<file path="src/rtl/adc_lat_pipe.sv">
// Sample latency shift register with advance enable and synchronous clear.
module adc_lat_pipe #(
    parameter int WIDTH = 24,
    parameter int DEPTH = 3
) (
    input  logic             clk,
    input  logic             rst,
    input  logic             adv,
    input  logic             clr,
    input  logic [WIDTH-1:0] din,
    output logic [WIDTH-1:0] dout
);
    logic [DEPTH-1:0][WIDTH-1:0] stage_q, stage_d;

    always_comb begin
        stage_d = stage_q;
        if (clr) begin
            stage_d = '0;
        end else if (adv) begin
            stage_d[0] = din;
            for (int i = 1; i < DEPTH; i++) stage_d[i] = stage_q[i-1];
        end
    end

    always_ff @(posedge clk or posedge rst) begin
        if (rst) stage_q <= '0;
        else     stage_q <= stage_d;
    end

    assign dout = stage_q[DEPTH-1];
endmodule

</file>
<file path="config.mk">
export PLATFORM = sky130hd
export DESIGN_NAME = adc_lat_pipe
export DESIGN_NICKNAME = d
export VERILOG_FILES = /design/src/rtl/adc_lat_pipe.sv
export SDC_FILE = /design/constraint.sdc
export NUM_CORES = 1
export LEC_CHECK = 0
export BUFFER_PORTS_ARGS = -buffer_cell sky130_fd_sc_hd__buf_4
export CORE_AREA = 2 2 98 100
export CTS_BUF_LIST = sky130_fd_sc_hd__clkbuf_8
export DETAILED_ROUTE_END_ITERATION = 8
export DIE_AREA = 0 0 100 102
export GPL_ROUTABILITY_DRIVEN = 0
export SYNTH_ARGS = -nofsm -noshare
export SYNTH_HDL_FRONTEND = slang
export SYNTH_SLANG_ARGS = --single-unit
</file>
<file path="constraint.sdc">
create_clock -name clk -period 2.6 [get_ports clk]
set_input_delay 0.52 -clock clk [delete_from_list [all_inputs] [get_ports clk]]
set_output_delay 0.52 -clock clk [all_outputs]
set_load 0.01 [all_outputs]
</file>
==> metrics.csv <==
stage,metric,value,unit
outcome,status,completed,
setup_path,start_kind,flop,
global_routing,globalRouteOverflowTotal,0,
floorplan,floorplan.initialDensity,0.3430,
synthesis,yosys.area.top_type_share,0.5767,
synthesis,synth-adder-area-share,0,
cells_and_area,fin_util,0.3989,
synthesis,synth_compound_area_frac,0,
setup_path,worstPathRequired,2.08,ns
drt,drtAntennaViolNets,0,
clocking,cts-root-buf,clkbuf_8,
sta,finalClockSkew,0.009703,ns
worst_hold_path,hold_class,in -> async,
setup_path,cp_num_buf_inv,1,
setup_path,path_delay_family,flip-flops,
synthesis,synth_top_family_by_area,multiplexers,
floorplan,rows,35,
sta,rsz0062_at_grt,false,
global_routing,antenna_found_initial,0,
sta,setup_violations,0,
global_routing,grt_max_degree,73,
drt,dr.pass1.iters,4,
synthesis,seq_area_frac_synth,0.5767,
drt,met1_length,2440,um
drt,num_vias,1791,
clocking,clk_pin_slew,0.08,ns
cells_and_area,fin_nets,310,
power_and_ir_drop,power_density,695.0,nW/um^2
drt,wl_met3,180,um
sta,drv_slew,0,
floorplan,die_x,100,um
setup_path,cp-end-kind,output pin,
power_and_ir_drop,ir_drop,0.2076,mV
floorplan,die_area,10200,um^2
synthesis,yosys.area_share.simple,0.08650,
global_routing,gr-usage-all-layers,0.1087,
setup_path,path_class,reg -> out,
sta,post-route-period-util,0.5439,
synthesis,synth_cells,257,
sta,tightestPinTransition,0.7187,ns
clocking,post_cts_buffers,0,
clocking,cts_tree,done,
sta,tns,0,ns
floorplan,num_io_pins,52,
power_and_ir_drop,p_leak,1.945,nW
synthesis,yosys_register_bits,72,
drt,drt_wl_total,5086,um
setup_path,startpoint,dout[22],
drt,viasPerCell,4.500,
synthesis,synth.avg_cell_area,12.16,um^2
drt,top_layer_used,met4,
placement,port_buffers,51,
cells_and_area,drive_above_1_share,0.2474,
synthesis,synth.largest_area_cell,dfrtp_1,
drt,wl_per_cell,12.78,um
clocking,insertion_delay,0.34,ns
setup_path,max_stage_delay,0.41,ns
synthesis,synth.area.top_cells,"dfrtp_1 58%, mux2i_1 23%, nor2_1 8.7%, buf_4 5.8%, buf_8 3.4%",
synthesis,async_reset_ff_frac,1.000,
synthesis,synth_edf_count,0,
floorplan,core,9109,um^2
clocking,cts_buffer_depth,2,
clocking,numCtsBuffers,9,
synthesis,synth_common_cells,"72 x dfrtp_1, 72 x mux2i_1, 72 x nor2_1",
placement,dp_hpwl,3222,um
sta,fmax,707.1,MHz
cells_and_area,syn_to_final_growth,16.30,%
synthesis,synthMuxAreaShare,0.2307,
run,maxCapViolCount,0,
global_routing,grt_first_pass_wirelength,8694,um
drt,drtIter0Drc,67,
synthesis,post_synth_num_cell_types,10,
setup_path,reg2reg_from,stage_q[3],
sta,finalHoldViolations,0,
clocking,holdBufCountCts,0,
synthesis,syn_nets,285,
setup_path,cp_slowest_cell,dfrtp_1,
sta,relSlewSlack,0.5208,
clocking,cts_resized,0,
synthesis,ys_dominant_reg_cell,dfrtp_1,
setup_path,crit_fanout,2,
sta,fin_crit,1.414,ns
clocking,htreeDepth,3,
drt,route.met2.wl,2336,um
synthesis,synth_xor_area_frac,0,
global_routing,grt_pass1_vias,1771,
setup_path,worstPathArrival,0.89,ns
synthesis,ys_warn_count,0,
floorplan,fp.dieH,102,um
drt,drc_errors,0,
clocking,clock_sinks,72,
synthesis,syn_area,3124,um^2
cells_and_area,num_antenna_cells,0,
setup_path,cp_cell_sequence,buf_4,
## where the power goes
group	switching (mW)	internal, mW	leakage [nW]
Combinational	0.100	0.0902	0.826
Clock	0.398	0.757	0.136
Sequential	0.0212	1.16	0.982
Total	0.519	2.01	1.94
## sequential cells by signal, indices dropped and copies added, names as in the netlist
signal   count
dout        24
stage_q     48
## through the flow
| stage | hold WS, ns | instance area, um^2 | setup WS [ns] | total power, mW | std cells |
|---|---|---|---|---|---|
| CTS | 0.2257 | 3633 | 1.161 | 2.566 | 398 |
| global route | 0.2552 | 3633 | 1.150 | 2.629 | 398 |
| floorplan | 0.4859 | 3124 | 0.2551 | 1.346 | 257 |
| detailed placement | 0.5091 | 3366 | 1.090 | 1.398 | 382 |
| finish | 0.2173 | 3633 | 1.186 | 2.525 | 398 |
| global placement | 0.5010 | 3366 | 1.113 | 1.393 | 382 |
## layout make-up
cell class / instances / area (um^2)
multi-input cells: 144 / 991.0
well taps: 111 / 138.9
flip-flops and latches: 72 / 1802
clock inverters: 6 / 130.1
fillers: 896 / 5475
clock buffers: 10 / 137.6
inverters: 1 / 3.754
repair buffers: 54 / 430.4
## per-layer routing
layer,up-vias,track usage
li1,871,-
met1,875,0.1490
met2,35,0.1632
met3,10,0.02257
met4,0,0.05690
met5,-,0
## cell families (layout without fill, tap and decap cells)
logic type / count (synthesis) / after routing
muxes: 72 / 72
buffers and inverters: 41 / 71
and+or+nand+nor: 72 / 72
DFF: 72 / 72
## placed cells by master, fill, tap and decap left out, drive strengths merged
cell    count
dfrtp      72
clkinv      2
clkbuf     10
bufinv      4
nor2       72
mux2i      72
buf        54
inv         1
## final timing paths
path / depth (start not counted) / end / slack (ns)
setup / recovery: 1 / dout[22] / 1.19
hold / removal: 2 / dout[11] / 0.22
setup reg to reg: 2 / stage_q[27] / 1.86
hold reg to reg: 2 / stage_q[30] / 0.52
max in group asynchronous: 3 / stage_q[26] / 1.78
min in group clk: 3 / stage_q[8] / 0.42
Note: power is estimated with default switching activity, not from simulation.
